**src/rtl/e203_exu_alu_rglr_buf.sv**
```systemverilog
// Regular-ALU issue unit: decodes the info bus, drives the shared ALU datapath and
// queues results for commit. Optional same-cycle bypass: E203_ALU_RGLR_BYPASS_EN.
module e203_exu_alu_rglr_buf #(
  parameter int unsigned XLEN  = 32,
  parameter int unsigned DEPTH = 2,
  parameter int unsigned CNT_W = $clog2(DEPTH + 1)
) (
  input  logic             clk,
  input  logic             rst_n,

  input  logic             alu_i_valid,
  output logic             alu_i_ready,
  input  logic [XLEN-1:0]  alu_i_rs1,
  input  logic [XLEN-1:0]  alu_i_rs2,
  input  logic [XLEN-1:0]  alu_i_imm,
  input  logic [XLEN-1:0]  alu_i_pc,
  input  logic [20:0]      alu_i_info,

  input  logic             alu_flush,

  output logic             alu_o_valid,
  input  logic             alu_o_ready,
  output logic [XLEN-1:0]  alu_o_wbck_wdat,
  output logic             alu_o_wbck_err,
  output logic             alu_o_cmt_ecall,
  output logic             alu_o_cmt_ebreak,
  output logic             alu_o_cmt_wfi,
  output logic [CNT_W-1:0] alu_o_pend_cnt,

  output logic             alu_req_alu_add,
  output logic             alu_req_alu_sub,
  output logic             alu_req_alu_xor,
  output logic             alu_req_alu_sll,
  output logic             alu_req_alu_srl,
  output logic             alu_req_alu_sra,
  output logic             alu_req_alu_or,
  output logic             alu_req_alu_and,
  output logic             alu_req_alu_slt,
  output logic             alu_req_alu_sltu,
  output logic             alu_req_alu_lui,
  output logic [XLEN-1:0]  alu_req_alu_op1,
  output logic [XLEN-1:0]  alu_req_alu_op2,
  input  logic [XLEN-1:0]  alu_req_alu_res
);

  localparam int unsigned PTR_W = (DEPTH > 1) ? $clog2(DEPTH) : 1;

  // Info bus field positions
  localparam int unsigned I_ADD    = 4;
  localparam int unsigned I_SUB    = 5;
  localparam int unsigned I_XOR    = 6;
  localparam int unsigned I_SLL    = 7;
  localparam int unsigned I_SRL    = 8;
  localparam int unsigned I_SRA    = 9;
  localparam int unsigned I_OR     = 10;
  localparam int unsigned I_AND    = 11;
  localparam int unsigned I_SLT    = 12;
  localparam int unsigned I_SLTU   = 13;
  localparam int unsigned I_LUI    = 14;
  localparam int unsigned I_OP2IMM = 15;
  localparam int unsigned I_OP1PC  = 16;
  localparam int unsigned I_NOP    = 17;
  localparam int unsigned I_ECALL  = 18;
  localparam int unsigned I_EBREAK = 19;
  localparam int unsigned I_WFI    = 20;

  typedef struct packed {
    logic [XLEN-1:0] res;
    logic            ecall;
    logic            ebreak;
    logic            wfi;
  } ent_t;

  ent_t             mem [DEPTH];
  logic [PTR_W-1:0] wptr;
  logic [PTR_W-1:0] rptr;
  logic [CNT_W-1:0] cnt;

  logic empty_c;
  logic full_c;
  logic byp_c;
  logic push_c;
  logic pop_c;
  ent_t in_ent_c;
  ent_t head_c;
  ent_t out_ent_c;

  // Bits [3:0] carry the dispatch group tag and are not needed here
  logic unused_info;
  assign unused_info = ^alu_i_info[3:0];

  function automatic logic [PTR_W-1:0] ptr_inc(input logic [PTR_W-1:0] p);
    return (p == PTR_W'(DEPTH - 1)) ? '0 : p + PTR_W'(1);
  endfunction

  // Datapath request decode, independent of valid
  assign alu_req_alu_add  = alu_i_info[I_ADD] & ~alu_i_info[I_NOP];
  assign alu_req_alu_sub  = alu_i_info[I_SUB];
  assign alu_req_alu_xor  = alu_i_info[I_XOR];
  assign alu_req_alu_sll  = alu_i_info[I_SLL];
  assign alu_req_alu_srl  = alu_i_info[I_SRL];
  assign alu_req_alu_sra  = alu_i_info[I_SRA];
  assign alu_req_alu_or   = alu_i_info[I_OR];
  assign alu_req_alu_and  = alu_i_info[I_AND];
  assign alu_req_alu_slt  = alu_i_info[I_SLT];
  assign alu_req_alu_sltu = alu_i_info[I_SLTU];
  assign alu_req_alu_lui  = alu_i_info[I_LUI];

  assign alu_req_alu_op1 = alu_i_info[I_OP1PC]  ? alu_i_pc  : alu_i_rs1;
  assign alu_req_alu_op2 = alu_i_info[I_OP2IMM] ? alu_i_imm : alu_i_rs2;

  assign in_ent_c = '{res:    alu_req_alu_res,
                      ecall:  alu_i_info[I_ECALL],
                      ebreak: alu_i_info[I_EBREAK],
                      wfi:    alu_i_info[I_WFI]};

  assign empty_c = (cnt == '0);
  assign full_c  = (cnt == CNT_W'(DEPTH));

`ifdef E203_ALU_RGLR_BYPASS_EN
  assign byp_c = empty_c & alu_i_valid & alu_o_ready & ~alu_flush;
`else
  assign byp_c = 1'b0;
`endif

  // Ready depends only on queue state and flush, never on the consumer
  assign alu_i_ready = ~full_c & ~alu_flush;
  assign push_c      = alu_i_valid & alu_i_ready & ~byp_c;
  assign pop_c       = ~empty_c & alu_o_ready;

  assign alu_o_valid = ~empty_c | byp_c;
  assign head_c      = byp_c ? in_ent_c : mem[rptr];
  assign out_ent_c   = alu_o_valid ? head_c : '0;

  assign alu_o_wbck_wdat  = out_ent_c.res;
  assign alu_o_cmt_ecall  = out_ent_c.ecall;
  assign alu_o_cmt_ebreak = out_ent_c.ebreak;
  assign alu_o_cmt_wfi    = out_ent_c.wfi;
  assign alu_o_wbck_err   = out_ent_c.ecall | out_ent_c.ebreak | out_ent_c.wfi;
  assign alu_o_pend_cnt   = cnt;

  // Pointers and occupancy; flush empties the queue in one cycle
  always_ff @(posedge clk or negedge rst_n) begin
    if (!rst_n) begin
      wptr <= '0;
      rptr <= '0;
      cnt  <= '0;
    end else if (alu_flush) begin
      wptr <= '0;
      rptr <= '0;
      cnt  <= '0;
    end else begin
      if (push_c) wptr <= ptr_inc(wptr);
      if (pop_c)  rptr <= ptr_inc(rptr);
      case ({push_c, pop_c})
        2'b10:   cnt <= cnt + CNT_W'(1);
        2'b01:   cnt <= cnt - CNT_W'(1);
        default: cnt <= cnt;
      endcase
    end
  end

  // Entry storage
  always_ff @(posedge clk or negedge rst_n) begin
    if (!rst_n) begin
      for (int i = 0; i < int'(DEPTH); i++) mem[i] <= '0;
    end else if (push_c) begin
      mem[wptr] <= in_ent_c;
    end
  end

endmodule

```
**config.mk**
```make
export PLATFORM = sky130hd
export DESIGN_NAME = e203_exu_alu_rglr_buf
export DESIGN_NICKNAME = d
export VERILOG_FILES = /design/src/rtl/e203_exu_alu_rglr_buf.sv
export SDC_FILE = /design/constraint.sdc
export NUM_CORES = 1
export LEC_CHECK = 0
export BUFFER_PORTS_ARGS = -buffer_cell sky130_fd_sc_hd__buf_2
export CAP_MARGIN = 20
export CORE_AREA = 2 2 115 117
export CTS_CLUSTER_SIZE = 30
export DETAILED_ROUTE_END_ITERATION = 10
export DIE_AREA = 0 0 117 119
export HOLD_SLACK_MARGIN = 0.15
export PLACE_DENSITY = 0.67
export SYNTH_ARGS = -nofsm -noshare
export SYNTH_HDL_FRONTEND = slang
export SYNTH_SLANG_ARGS = --single-unit
```
**constraint.sdc**
```tcl
create_clock -name clk -period 3.2 [get_ports clk]
set_clock_uncertainty 0.05 [all_clocks]
set_input_delay 0.32 -clock clk [delete_from_list [all_inputs] [get_ports clk]]
set_output_delay 0.32 -clock clk [all_outputs]
set_load 0.01 [all_outputs]
```
# ---- After elaboration in Yosys (flattened, before gate mapping)
# Cells that the tools add are included.
dict set report classes {
  addsub 4
  n_mux 17
  n_eq_ne 3
  order_cmp 3
  n_reduce_logical 5
  n_bitwise 12
}
# operator count
set ops {}
lappend ops {{35-bit two-way mux} 5}
lappend ops {{70-bit bitwise mux} 1}
lappend ops {{32-bit two-way mux} 2}
lappend ops {{35-bit demux with 1-bit select} 1}
lappend ops {{1-bit two-way mux} 6}
lappend ops {{1-bit AND} 4}
lappend ops {{2-bit == test, second input constant} 2}
lappend ops {{2-bit >= comparator, second input constant} 2}
lappend ops {{1-bit NOT} 4}
lappend ops {{1-bit NOT with 2-bit output} 2}
lappend ops {{2-bit case mux with 2 select lines} 1}
lappend ops {{2-bit nonzero test} 2}
lappend ops {{3-bit nonzero test} 1}
lappend ops {{1-bit adder, second input constant} 2}
lappend ops {{2-bit by 1-bit adder with 2-bit output, second input constant} 1}
lappend ops {{2-bit by 1-bit == test with 1-bit output, second input constant} 1}
lappend ops {{2-bit zero test} 1}
lappend ops {{2-bit by 1-bit less-than comparator with 1-bit output, second input constant} 1}
lappend ops {{2-bit two-way mux} 1}
lappend ops {{1-bit bitwise OR} 2}
lappend ops {{2-bit by 1-bit subtractor with 2-bit output, second input constant} 1}
lappend ops {{1-bit logical AND} 1}
dict set report totals {
  output_inout_bits 115
  regBits 74
  inputBits 186
  word_cells 55
}

# ---- Logic depth before layout (Yosys ltp)
# Gate-level depths: netlist of run 1.
dict set report depth {
  word_depth 7
  depth_mapped 4
  depth_no_buf 3
}

# ---- Worst setup path before layout of run 1
# No wires, ideal clock.
dict set report synth_timing {
  path_type {reg-to-reg}
  start {reg cnt[1], in the netlist alu_o_pend_cnt[1]}
  end {reg mem[39] (netlist name)}
  path_buffers 1
  slack_ps 1455
  arrival_time_ps 1570
  path_stages_with_launch 5
  period_less_slack_ps 1745
  setup_ps 125
  t_required_ps 3025
  cell_sequence {dfrtp_1 > nor2b_1 > nor4_4 > buf_6 > mux2_2}
}
dict set report synth_via {
  elab_chain_cells 4
}
# item line
set synth_rtl {}
lappend synth_rtl {{start, declared} 77} ;# logic [CNT_W-1:0] cnt;
lappend synth_rtl {{start signal, assigned} 156} ;# 2'b10: cnt <= cnt + CNT_W'(1);
lappend synth_rtl {{start signal, assigned} 157} ;# 2'b01: cnt <= cnt - CNT_W'(1);
lappend synth_rtl {{start signal, assigned} 158} ;# default: cnt <= cnt;
lappend synth_rtl {{2-bit == test} 118} ;# assign full_c = (cnt == CNT_W'(DEPTH));
lappend synth_rtl {{1-bit NOT} 127} ;# assign alu_i_ready = ~full_c & ~alu_flush;
lappend synth_rtl {{1-bit AND} 127}
lappend synth_rtl {{1-bit AND} 128} ;# assign push_c = alu_i_valid & alu_i_ready & ~byp_c;
lappend synth_rtl {{end signal, assigned by index} 168} ;# mem[wptr] <= in_ent_c;
lappend synth_rtl {{end, declared} 74} ;# ent_t mem [DEPTH];
# No other way between the ends.
# A chain may end at the register's enable or synchronous reset.

# ---- Worst setup path after layout of run 1
dict set report layout_timing {
  start {reg rptr}
  end {out alu_o_wbck_wdat[9]}
}
dict set report layout_via {
  elab_chain_cells 5
}
# item line
set layout_rtl {}
lappend layout_rtl {{start, declared} 76} ;# logic [PTR_W-1:0] rptr;
lappend layout_rtl {{start signal, assigned} 154} ;# if (pop_c) rptr <= ptr_inc(rptr);
lappend layout_rtl {{1-bit NOT with 2-bit output (not written as such)} 132} ;# assign head_c = byp_c ? in_ent_c : mem[rptr];
lappend layout_rtl {{35-bit two-way mux (not written as such) (3 in series)} 132}
lappend layout_rtl {{35-bit two-way mux} 133} ;# assign out_ent_c = alu_o_valid ? head_c : '0;
lappend layout_rtl {{end, declared} 23} ;# output logic [XLEN-1:0] alu_o_wbck_wdat,
# No other way between the ends. The select of a mux whose other input is x is not followed.

==> impl_metrics.sql, run 1 <==
INSERT INTO impl_metrics (metric_group, metric, value, unit) VALUES
('run_status', 'status', 'completed', ''),
('grt', 'largest_net_degree_at_the_start_of_global_routing', '39', ''),
('synthesis', 'synth_top_area_cell', 'sky130_fd_sc_hd__dfrtp_1', ''),
('cells_and_area', 'drive_gt1_share', '71.6', '%'),
('timing', 'final.setup.worst_slack', '0.987', 'ns'),
('synthesis', 'yosys.cell_types.count', '25', ''),
('placement', 'post-place-ws', '0.736', 'ns'),
('cells_and_area', 'fin_nets', '786', ''),
('timing', 'clock.fmax', '0.452', 'GHz'),
('synthesis', 'ys_seq_area_share', '44.1', '%'),
('synthesis', 'share_of_synthesized_registers_carrying_an_async_set_or_reset', '100', '%'),
('detailed_routing', 'dr.max_layer_used', 'met5', ''),
('detailed_routing', 'route.met2.wl', '6.58', 'mm'),
('clock_network', 'post-cts-setup-buffers', '0', ''),
('clock_network', 'cts.clk_slew.worst_paths', '0.06', 'ns'),
('timing', 'fin_worst_hold_slack', '0.172', 'ns'),
('cells_and_area', 'stdcell_area', '0.00602', 'sq mm'),
('synthesis', 'synth_warnings', '0', ''),
('floorplanning', 'chipWidth', '117', 'um'),
('cells_and_area', 'diodes', '0', ''),
('power_and_ir_drop', 'power.total', '3.12', 'mW'),
('min_path', 'timing.hold.worst.class', 'in -> reg', ''),
('synthesis', 'yosys-top-cells-area', 'sky130_fd_sc_hd__dfrtp_1 (44%), sky130_fd_sc_hd__mux2_2 (35%), sky130_fd_sc_hd__mux2i_1 (8.6%)', ''),
('flow_run', 'timing.max_cap.violations', '0', ''),
('timing', 'min_period_over_period', '69.2', '%'),
('clock_network', 'tritoncts_num_sinks', '74', ''),
('synthesis', 'synth_cell_area', '0.00420', 'sq mm'),
('clock_network', 'clk-insertion-delay-late', '0.33', 'ns'),
('timing', 'totalNegativeSetupSlack', '0', 'ns'),
('detailed_routing', 'antenna_left', '0', ''),
('clock_network', 'cts.repair.resized', '0', ''),
('timing', 'finalWorstPathRequiredPeriod', '2.21', 'ns'),
('detailed_routing', 'drt_pre_antenna_iters', '4', ''),
('placement', 'placement.io_buffers', '276', ''),
('clock_network', 'clock_path_buffers', '2', ''),
('synthesis', 'synth-seq-cells', '74', ''),
('cells_and_area', 'area.growth.synth_to_final', '43.3', '%'),
('setup_path', 'worst-path-max-fanout', '18', ''),
('cells_and_area', 'regArea', '0.00185', 'sq mm'),
('cells_and_area', 'filler_cell_count', '1234', ''),
('clock_network', 'tritoncts', 'built', ''),
('synthesis', 'netlist_instances', '334', ''),
('synthesis', 'synth_fp_nets', '520', ''),
('timing', 'timing.slew.headroom', '44.3', '%'),
('detailed_routing', 'detailedRoute.firstIterationViolations', '120', ''),
('floorplanning', 'design.core.area', '0.0129', 'sq mm'),
('setup_path', 'timing_worst_setup_path_type', 'reg -> out', ''),
('power_and_ir_drop', 'power.static_leakage', '2.97', 'nW'),
('floorplanning', 'ios', '301', ''),
('setup_path', 'cp.required', '2.83', 'ns'),
('placement', 'place_area', '0.00568', 'sq mm'),
('clock_network', 'clock_tree.root_cell', 'sky130_fd_sc_hd__clkbuf_16', ''),
('power_and_ir_drop', 'vdd_drop_max', '0.420', 'mV'),
('grt', 'number_of_global_route_vias_before_repair', '3739', ''),
('detailed_routing', 'dr_total_vias', '3641', ''),
('timing', 'rsz0062_at_grt', 'false', ''),
('power_and_ir_drop', 'cellPowerDensity', '519', 'mW/mm^2'),
('timing', 'max_slew_violation_total_from_the_final_report', '0', ''),
('floorplanning', 'initial_core_util', '32.6', '%'),
('detailed_routing', 'detail_route.wirelength.met1', '5.69', 'mm'),
('grt', 'grt_antenna_before_repair', '1', ''),
('grt', 'grtUsageTotal', '19.7', '%'),
('synthesis', 'ys_dominant_reg_cell', 'sky130_fd_sc_hd__dfrtp_1', ''),
('grt', 'global_route_wire_length_before_repair', '20.3', 'mm'),
('setup_path', 'start_kind', 'flip-flop', ''),
('clock_network', 'htreeDepth', '3', ''),
('detailed_routing', 'post-route-drc-count', '0', ''),
('setup_path', 'worst_ep_arrival_time', '1.84', 'ns'),
('setup_path', 'critPathCaptureType', 'primary output', ''),
('placement', 'place.gp.congestion', '0.968', ''),
('grt', 'grt-ovfl-total', '0', '');
==> metal layers <==
metal  vias up  GRT usage [%]
li1       1711              -
met2       152           31.6
met5         -              0
met3        25           7.74
met1      1751           23.7
met4         2           7.13
==> sequential cells by signal (all words and copies together) (netlist names) <==
| register | count |
|---|---|
| mem | 70 |
| alu_o_pend_cnt | 2 |
| rptr | 1 |
| wptr | 1 |
==> stage by stage <==
step	cells	utilization [%]
3_3_place_gp	763	44.1
6_report	781	46.7
5_1_grt	781	46.7
3_5_place_dp	763	44.1
2_1_floorplan	334	-
4_1_cts	780	46.5
==> cells by family after synthesis <==
kind of cell,count (synthesis),share of synthesized area [%]
AOI/OAI and AO/OA,9,1.22
xor gates and xnor gates,1,0.209
buffers and inverters,33,4.56
DFF,74,44.1
muxes,170,44.5
and+or+nand+nor,47,5.37
==> timing repair <==
item	CTS	global route
hold buffers	1	0
endpoints found under the setup margin	0	0
hold endpoints to repair	36	0
==> power breakdown <==
group	switching, mW	leakage, nW	internal, mW
sequential	0.122	0.885	1.16
combinational	0.374	1.94	0.469
clock	0.349	0.147	0.645
total	0.846	2.97	2.28
==> critical path, cell delays in order (launching register included) <==
cell and delay (ns):
sky130_fd_sc_hd__dfrtp_2 0.69, sky130_fd_sc_hd__buf_4 0.35, sky130_fd_sc_hd__mux2i_1 0.21, sky130_fd_sc_hd__nor2_1 0.08, sky130_fd_sc_hd__buf_2 0.17
==> cells in the final DEF, fill, tap and decap left out <==
cell type	count
sky130_fd_sc_hd__nor3b_1	1
sky130_fd_sc_hd__nand3b_1	1
sky130_fd_sc_hd__mux2_2	130
sky130_fd_sc_hd__o21ai_0	2
sky130_fd_sc_hd__inv_1	2
sky130_fd_sc_hd__nand2b_1	1
sky130_fd_sc_hd__a31oi_1	1
sky130_fd_sc_hd__xor2_1	1
sky130_fd_sc_hd__bufinv_16	1
sky130_fd_sc_hd__nor2b_1	2
sky130_fd_sc_hd__nor2_2	1
sky130_fd_sc_hd__dlygate4sd3_1	1
sky130_fd_sc_hd__mux2i_1	36
sky130_fd_sc_hd__clkbuf_1	3
sky130_fd_sc_hd__nand4b_2	1
sky130_fd_sc_hd__clkbuf_8	2
sky130_fd_sc_hd__or2_2	1
sky130_fd_sc_hd__a21oi_1	4
sky130_fd_sc_hd__o211ai_1	1
sky130_fd_sc_hd__dfrtp_1	73
sky130_fd_sc_hd__buf_4	8
sky130_fd_sc_hd__nor2_1	37
sky130_fd_sc_hd__a21o_1	1
sky130_fd_sc_hd__or3_1	1
sky130_fd_sc_hd__nor4_4	1
sky130_fd_sc_hd__buf_2	276
sky130_fd_sc_hd__clkbuf_16	9
sky130_fd_sc_hd__mux2_1	4
sky130_fd_sc_hd__clkinv_2	1
sky130_fd_sc_hd__dfrtp_2	1
sky130_fd_sc_hd__buf_16	1
==> area by class of cell <==
cell class | count | share of cell area [%]
clock buffers | 14 | 4.39
clock inverters | 2 | 0.582
inverters | 2 | 0.125
multi-input cells | 227 | 35.9
flip-flops and latches | 74 | 30.8
well taps | 176 | 3.66
repair buffers | 286 | 24.6
==> path summary, 6_finish.rpt <==
check	start	to	slack [ns]	depth (start not counted)
min in group asynchronous	rst_n	mem[22]$_DFFE_PN0P_	0.59	2
setup reg to reg	alu_o_pend_cnt[0]$_DFFE_PN0P_	mem[11]$_DFFE_PN0P_	1.33	5
setup / recovery	rptr$_DFFE_PN0P_	alu_o_wbck_wdat[9]	0.99	4
max in group asynchronous	rst_n	mem[9]$_DFFE_PN0P_	1.72	3
hold reg to reg	mem[66]$_DFFE_PN0P_	mem[66]$_DFFE_PN0P_	0.44	1
hold / removal	alu_req_alu_res[6]	mem[44]$_DFFE_PN0P_	0.17	2
No activity file was read; power rests on OpenSTA's default activity.
==> run 2, diff against run 1 <==
--- a/config.mk
+++ b/config.mk
@@ -7,12 +7,12 @@
 export LEC_CHECK = 0
 export BUFFER_PORTS_ARGS = -buffer_cell sky130_fd_sc_hd__buf_2
 export CAP_MARGIN = 20
-export CORE_AREA = 2 2 115 117
+export CORE_AREA = 2 2 117 119
 export CTS_CLUSTER_SIZE = 30
 export DETAILED_ROUTE_END_ITERATION = 10
-export DIE_AREA = 0 0 117 119
+export DIE_AREA = 0 0 119 121
 export HOLD_SLACK_MARGIN = 0.15
-export PLACE_DENSITY = 0.67
+export PLACE_DENSITY = 0.65
 export SYNTH_ARGS = -nofsm -noshare
 export SYNTH_HDL_FRONTEND = slang
 export SYNTH_SLANG_ARGS = --single-unit
==> constraint.sdc (replaced) <==
create_clock -name clk -period 2.1 [get_ports clk]
set_clock_uncertainty 0.05 [all_clocks]
set_input_delay 0.21 -clock clk [delete_from_list [all_inputs] [get_ports clk]]
set_output_delay 0.21 -clock clk [all_outputs]
set_load 0.01 [all_outputs]
==> run 2 against run 1 <==
Net effect:
- die area rose by 3.4%
- cell area increased by 6.0%
- critical path depth is the same
- highest routed layer unchanged
==> impl_metrics.sql, run 2 (synthesis results as in run 1) <==
INSERT INTO impl_metrics (metric_group, metric, value, unit) VALUES
('floorplanning', 'ios', '301', ''),
('timing', 'finalSetupViolCount', '0', ''),
('cells_and_area', 'drive_gt1_share', '67.4', '%'),
('grt', 'grt_antenna_before_repair', '2', ''),
('run_status', 'status', 'completed', ''),
('cells_and_area', 'largest_reg_flops', '70', ''),
('clock_network', 'cts.clk_slew.worst_paths', '0.05', 'ns'),
('timing', 'min_period_over_period', '93.8', '%'),
('placement', 'placement.io_buffers', '276', ''),
('grt', 'grt-ovfl-total', '0', ''),
('setup_path', 'cp.required', '1.84', 'ns'),
('clock_network', 'post-cts-setup-buffers', '0', ''),
('cells_and_area', 'most_flop_heavy_register', 'mem', ''),
('floorplanning', 'floorplan.die_area', '0.0144', 'sq mm'),
('placement', 'place.gp.congestion', '1.09', ''),
('cells_and_area', 'postLayoutCoreUtil', '48.7', '%'),
('placement', 'post-place-ws', '0.391', 'ns'),
('placement', 'dpl.hpwl', '12.4', 'mm'),
('timing', 'clock.fmax', '0.508', 'GHz'),
('detailed_routing', 'antenna_left', '0', ''),
('cells_and_area', 'fin_nets', '821', ''),
('grt', 'largest_net_degree_at_the_start_of_global_routing', '75', ''),
('setup_path', 'timing.rr.end', 'mem[38]$_DFFE_PN0P_', ''),
('grt', 'number_of_global_route_vias_before_repair', '4010', ''),
('power_and_ir_drop', 'vdd_drop_max', '0.569', 'mV'),
('floorplanning', 'initial_core_util', '32.1', '%'),
('setup_path', 'timing.rr.start', 'alu_o_pend_cnt[1]$_DFFE_PN0P_', ''),
('setup_path', 'critPathCaptureType', 'primary output', ''),
('grt', 'global_route_wire_length_before_repair', '22.6', 'mm'),
('timing', 'max_slew_violation_total_from_the_final_report', '0', ''),
('setup_path', 'start_kind', 'flip-flop', ''),
('detailed_routing', 'drt-total-wl', '15.6', 'mm'),
('setup_path', 'reg2reg_setup_slack', '0.38', 'ns'),
('floorplanning', 'chipWidth', '119', 'um'),
('min_path', 'hold_path.startpoint', 'alu_o_ready', ''),
('cells_and_area', 'mostFrequentLayoutCells', 'sky130_fd_sc_hd__buf_2 (276), sky130_fd_sc_hd__mux2_2 (130), sky130_fd_sc_hd__dfrtp_1 (73), sky130_fd_sc_hd__nor2_1 (37), sky130_fd_sc_hd__dlygate4sd3_1 (37)', ''),
('power_and_ir_drop', 'power.static_leakage', '3.11', 'nW'),
('clock_network', 'clock_tree.root_cell', 'sky130_fd_sc_hd__clkbuf_16', ''),
('grt', 'grtUsageTotal', '21.0', '%'),
('cells_and_area', 'area.growth.synth_to_final', '52.0', '%'),
('detailed_routing', 'dr_total_vias', '3839', ''),
('timing', 'worst-slew-pin-transition', '0.457', 'ns'),
('clock_network', 'clock_path_buffers', '2', ''),
('clock_network', 'htreeDepth', '3', ''),
('min_path', 'whs_endpoint', 'alu_o_pend_cnt[1]$_DFFE_PN0P_', ''),
('setup_path', 'worst-path-max-fanout', '18', ''),
('timing', 'rsz0062_at_grt', 'false', ''),
('floorplanning', 'design.core.area', '0.0131', 'sq mm'),
('cells_and_area', 'mostFrequentLayoutCell', 'sky130_fd_sc_hd__buf_2', ''),
('timing', 'hold_viol_final', '0', ''),
('clock_network', 'cts-buffers-inserted', '9', ''),
('clock_network', 'tritoncts', 'built', ''),
('timing', 'final.setup.worst_slack', '0.131', 'ns'),
('power_and_ir_drop', 'cellPowerDensity', '737', 'mW/mm^2'),
('min_path', 'min_delay_path_depth', '3', ''),
('setup_path', 'worst_ep_arrival_time', '1.71', 'ns'),
('floorplanning', 'num_rows', '42', ''),
('detailed_routing', 'via_per_inst', '4.71', ''),
('detailed_routing', 'post-route-drc-count', '0', ''),
('clock_network', 'tritoncts_num_sinks', '74', ''),
('floorplanning', 'die-height', '121', 'um'),
('timing', 'timing.slew.headroom', '69.5', '%'),
('setup_path', 'worst-r2r-cell-count', '4', ''),
('timing', 'totalNegativeSetupSlack', '0', 'ns'),
('min_path', 'timing.hold.worst.class', 'in -> reg', ''),
('detailed_routing', 'drt_pre_antenna_iters', '4', ''),
('clock_network', 'clk-insertion-delay-late', '0.32', 'ns'),
('detailed_routing', 'detailedRoute.firstIterationViolations', '134', ''),
('flow_run', 'timing.max_cap.violations', '0', ''),
('setup_path', 'timing_worst_setup_path_type', 'reg -> out', ''),
('clock_network', 'cts.repair.resized', '0', ''),
('timing', 'finalWorstPathRequiredPeriod', '1.97', 'ns'),
('detailed_routing', 'routed_wire_length_per_instance', '19.2', 'um');
run 2: worst max-delay path by stage:
stage                     depth (start not counted)                          start                   to
after global placement                            4  alu_o_pend_cnt[1]$_DFFE_PN0P_  mem[64]$_DFFE_PN0P_
after CTS                                         4               rptr$_DFFE_PN0P_       alu_o_wbck_err
after detailed placement                          4  alu_o_pend_cnt[1]$_DFFE_PN0P_  mem[55]$_DFFE_PN0P_
final                                             4               rptr$_DFFE_PN0P_       alu_o_wbck_err
after floorplan                                   4  alu_o_pend_cnt[1]$_DFFE_PN0P_  mem[39]$_DFFE_PN0P_
after global routing                              4               rptr$_DFFE_PN0P_       alu_o_wbck_err
run 2: layer usage:
layer | part of all wire [%] | global-route usage (%) | routed length, um | vias up
met3 | 10 | 8.04 | 1610 | 24
li1 | - | - | - | 1782
met1 | 41 | 25.6 | 6350 | 1846
met2 | 47 | 34.0 | 7380 | 183
met4 | 1.8 | 7.14 | 276 | 4
met5 | 0.15 | 0 | 24 | -
run 2: critical path, stage by stage, from the launching register on:
cell	delay [ns]
sky130_fd_sc_hd__dfrtp_2	0.54
sky130_fd_sc_hd__buf_12	0.23
sky130_fd_sc_hd__mux2i_1	0.32
sky130_fd_sc_hd__a31oi_1	0.13
sky130_fd_sc_hd__buf_2	0.16
run 2: report_power, final:
group          internal, mW  leakage [nW]  switching, mW
clock                 0.851         0.129          0.516
sequential             1.77         0.885          0.176
combinational         0.770          2.10          0.614
total                  3.39          3.11           1.31
run 2: timing repair:
item                       4_1_cts  5_1_grt
setup endpoints to repair        0        0
hold buffers                    37        0
hold endpoints to repair       148        0
run 2: through the flow:
stage / hold slack, ns / cells / total power [mW] / area [sq um]
after detailed placement: 0.224 / 763 / 3.31 / 5740
after floorplan: -0.136 / 334 / 2.73 / 4200
after CTS: 0.150 / 814 / 4.75 / 6380
after global routing: 0.170 / 814 / 4.96 / 6380
after global placement: 0.214 / 763 / 3.24 / 5740
final: 0.165 / 815 / 4.70 / 6380
run 2: final cells by class:
class | instances | area (sq um)
Inverter | 2 | 7.51
Antenna cell | 1 | 2.50
Multi-Input combinational cell | 227 | 2160
Clock buffer | 14 | 264
Timing Repair Buffer | 321 | 1870
Sequential cell | 74 | 1850
Tap cell | 176 | 220
Fill cell | 1187 | 6710
==> run 3, diff against run 2 <==
==> config.mk (replaced) <==
export PLATFORM = sky130hd
export DESIGN_NAME = e203_exu_alu_rglr_buf
export DESIGN_NICKNAME = d
export VERILOG_FILES = /design/src/rtl/e203_exu_alu_rglr_buf.sv
export SDC_FILE = /design/constraint.sdc
export NUM_CORES = 1
export LEC_CHECK = 0
export CAP_MARGIN = 20
export CORE_AREA = 2 2 116 118
export CTS_CLUSTER_SIZE = 30
export DETAILED_ROUTE_END_ITERATION = 10
export DIE_AREA = 0 0 118 120
export DONT_BUFFER_PORTS = 1
export HOLD_SLACK_MARGIN = 0.15
export SYNTH_ARGS = -nofsm -noshare
export SYNTH_HDL_FRONTEND = slang
export SYNTH_SLANG_ARGS = --single-unit
==> run 3 against run 2 <==
Net effect:
- routed wire length decreased by 17%
- maximum frequency increased by 4.1%
- cell area decreased by 20%
- register-to-register slack got worse by 0.17 ns
- final cell count decreased by 33%
- non-clock buffer count decreased by 272
- largest cell class unchanged
==> impl_metrics.sql, run 3 (synthesis results as in run 1) <==
INSERT INTO impl_metrics (metric_group, metric, value, unit) VALUES
('setup_path', 'path_buf_inv', '1', ''),
('detailed_routing', 'detailedRoute.firstIterationViolations', '56', ''),
('setup_path', 'start_kind', 'flip-flop', ''),
('detailed_routing', 'routed_wire_length_per_instance', '23.7', 'um'),
('placement', 'place_area', '0.00435', 'sq mm'),
('min_path', 'min_delay_path_depth', '3', ''),
('setup_path', 'timing.rr.end', 'mem[45]$_DFFE_PN0P_', ''),
('detailed_routing', 'drt-total-wl', '12.9', 'mm'),
('floorplanning', 'ios', '301', ''),
('setup_path', 'worst-r2r-cell-count', '4', ''),
('timing', 'timing.slew.headroom', '69.8', '%'),
('grt', 'grt-ovfl-total', '0', ''),
('detailed_routing', 'drt_pre_antenna_iters', '4', ''),
('detailed_routing', 'antenna_left', '0', ''),
('grt', 'grtUsageTotal', '17.2', '%'),
('grt', 'number_of_global_route_vias_before_repair', '2888', ''),
('timing', 'fin_worst_hold_slack', '0.184', 'ns'),
('grt', 'grt_use_met2', '29.5', '%'),
('clock_network', 'clock_path_buffers', '2', ''),
('placement', 'place.gp.congestion', '0.870', ''),
('grt', 'grtUsageMet3', '8.75', '%'),
('setup_path', 'worstPathCellList', 'nor2b_1, nor4_4, buf_12, mux2_2', ''),
('min_path', 'timing.hold.worst.class', 'in -> reg', ''),
('timing', 'min_period_over_period', '90.1', '%'),
('timing', 'finalSetupViolCount', '0', ''),
('clock_network', 'cts_hold_repair.buffers', '41', ''),
('floorplanning', 'chipWidth', '118', 'um'),
('clock_network', 'clock_tree.root_cell', 'sky130_fd_sc_hd__clkbuf_16', ''),
('setup_path', 'critPathSlowestCell', 'sky130_fd_sc_hd__dfrtp_1', ''),
('floorplanning', 'num_rows', '42', ''),
('cells_and_area', 'final-instance-count-excl-fill', '545', ''),
('timing', 'clock.fmax', '0.529', 'GHz'),
('timing', 'finalWorstPathRequiredPeriod', '1.89', 'ns'),
('min_path', 'hold_path.startpoint', 'alu_i_valid', ''),
('clock_network', 'clk-insertion-delay-late', '0.33', 'ns'),
('placement', 'placement.io_buffers', '0', ''),
('timing', 'worst-slew-pin-transition', '0.454', 'ns'),
('setup_path', 'critPathCaptureType', 'flip-flop', ''),
('grt', 'largest_net_degree_at_the_start_of_global_routing', '75', ''),
('detailed_routing', 'via_per_inst', '5.21', ''),
('setup_path', 'worst_ep_arrival_time', '2.05', 'ns'),
('setup_path', 'reg2reg_setup_slack', '0.21', 'ns'),
('flow_run', 'timing.max_cap.violations', '0', ''),
('floorplanning', 'die-height', '120', 'um'),
('cells_and_area', 'most_flop_heavy_register', 'mem', ''),
('setup_path', 'timing.rr.start', 'alu_o_pend_cnt[1]$_DFFE_PN0P_', ''),
('clock_network', 'cts-buffers-inserted', '9', ''),
('timing', 'rsz0062_at_grt', 'false', ''),
('setup_path', 'worst-path-max-fanout', '33', ''),
('min_path', 'whs_endpoint', 'wptr$_DFFE_PN0P_', ''),
('detailed_routing', 'post-route-drc-count', '0', ''),
('cells_and_area', 'area.growth.synth_to_final', '21.0', '%'),
('clock_network', 'tritoncts', 'built', ''),
('cells_and_area', 'largest_reg_flops', '70', ''),
('floorplanning', 'initial_core_util', '32.3', '%'),
('cells_and_area', 'mostFrequentLayoutCell', 'sky130_fd_sc_hd__mux2_2', ''),
('placement', 'count_of_placed_standard_cells_including_taps', '487', ''),
('grt', 'global_route_wire_length_before_repair', '18.0', 'mm'),
('setup_path', 'path_delay_family', 'simple AND/OR/NAND/NOR gates', ''),
('power_and_ir_drop', 'vdd_drop_max', '0.613', 'mV'),
('grt', 'busiest_layer', 'met2', ''),
('cells_and_area', 'postLayoutCoreUtil', '39.1', '%'),
('clock_network', 'cts.clk_slew.worst_paths', '0.06', 'ns'),
('setup_path', 'timing_worst_setup_path_type', 'reg -> reg', ''),
('setup_path', 'critical-path-max-stage-delay', '0.49', 'ns'),
('grt', 'grt_util_met1', '18.2', '%'),
('run_status', 'status', 'completed', ''),
('clock_network', 'post-cts-setup-buffers', '0', ''),
('timing', 'max_slew_violation_total_from_the_final_report', '0', ''),
('floorplanning', 'design.core.area', '0.0130', 'sq mm'),
('timing', 'totalNegativeSetupSlack', '0', 'ns'),
('cells_and_area', 'filler_cell_count', '1254', ''),
('floorplanning', 'floorplan.die_area', '0.0142', 'sq mm'),
('cells_and_area', 'fin_nets', '549', ''),
('power_and_ir_drop', 'power.static_leakage', '2.02', 'nW'),
('placement', 'dpl.hpwl', '10.2', 'mm'),
('cells_and_area', 'stdcell_area', '0.00508', 'sq mm'),
('cells_and_area', 'mostFrequentLayoutCells', 'sky130_fd_sc_hd__mux2_2 (130), sky130_fd_sc_hd__dfrtp_1 (73), sky130_fd_sc_hd__dlygate4sd3_1 (40), sky130_fd_sc_hd__nor2_1 (37), sky130_fd_sc_hd__mux2i_1 (36)', ''),
('power_and_ir_drop', 'cellPowerDensity', '886', 'mW/mm^2'),
('clock_network', 'tritoncts_num_sinks', '74', ''),
('detailed_routing', 'dr_total_vias', '2840', ''),
('clock_network', 'htreeDepth', '3', ''),
('clock_network', 'cts.repair.resized', '0', ''),
('setup_path', 'cp.required', '2.26', 'ns'),
('grt', 'grt_antenna_before_repair', '11', ''),
('cells_and_area', 'drive_gt1_share', '43.1', '%'),
('timing', 'hold_viol_final', '0', '');
==> run 3: how the worst max path moves through the flow <==
stage,to,cells past startpoint,from,slack (ns)
after floorplan,mem[39]$_DFFE_PN0P_,4,alu_o_pend_cnt[1]$_DFFE_PN0P_,0.36
final,mem[45]$_DFFE_PN0P_,4,alu_o_pend_cnt[1]$_DFFE_PN0P_,0.21
after CTS,mem[68]$_DFFE_PN0P_,4,alu_o_pend_cnt[1]$_DFFE_PN0P_,0.22
after detailed placement,mem[68]$_DFFE_PN0P_,4,alu_o_pend_cnt[1]$_DFFE_PN0P_,0.24
after global routing,mem[45]$_DFFE_PN0P_,4,alu_o_pend_cnt[1]$_DFFE_PN0P_,0.12
after global placement,mem[62]$_DFFE_PN0P_,4,alu_o_pend_cnt[1]$_DFFE_PN0P_,0.29
==> run 3: per-layer routing <==
layer,vias to the layer above,wire [um],part of all wire [%]
li1,1233,-,-
met1,1388,4710,36
met2,174,6530,51
met3,37,1330,10
met4,8,297,2.3
met5,-,58,0.45
==> run 3: cell type report <==
type	count	area, sq um	area share [%]
antenna	2	5.00	0.0986
clock buffer	12	256	5.05
clock inverter	3	40.0	0.789
inverter	2	7.51	0.148
multi-input combinational	227	2160	42.5
sequential	74	1850	36.5
tap	176	220	4.34
timing repair buffer	49	538	10.6
==> run 3: metrics by stage <==
| step | total power [mW] | setup slack [ns] |
|---|---|---|
| detailed placement | 2.91 | 0.237 |
| CTS | 4.54 | 0.223 |
| global placement | 2.86 | 0.294 |
| finish | 4.50 | 0.208 |
| floorplan | 2.73 | 0.355 |
| global route | 4.73 | 0.119 |
==> run 3: worst min-delay path: stages <==
cell	delay, ns
sky130_fd_sc_hd__inv_1	0.12
sky130_fd_sc_hd__or3_1	0.13
sky130_fd_sc_hd__a21oi_1	0.06
==> run 3: power breakdown <==
part / leakage (nW) / internal, mW / total, mW / switching (mW)
sequential: 0.885 / 1.77 / 1.96 / 0.186
combinational: 0.987 / 0.553 / 1.02 / 0.471
clock: 0.148 / 0.973 / 1.52 / 0.542
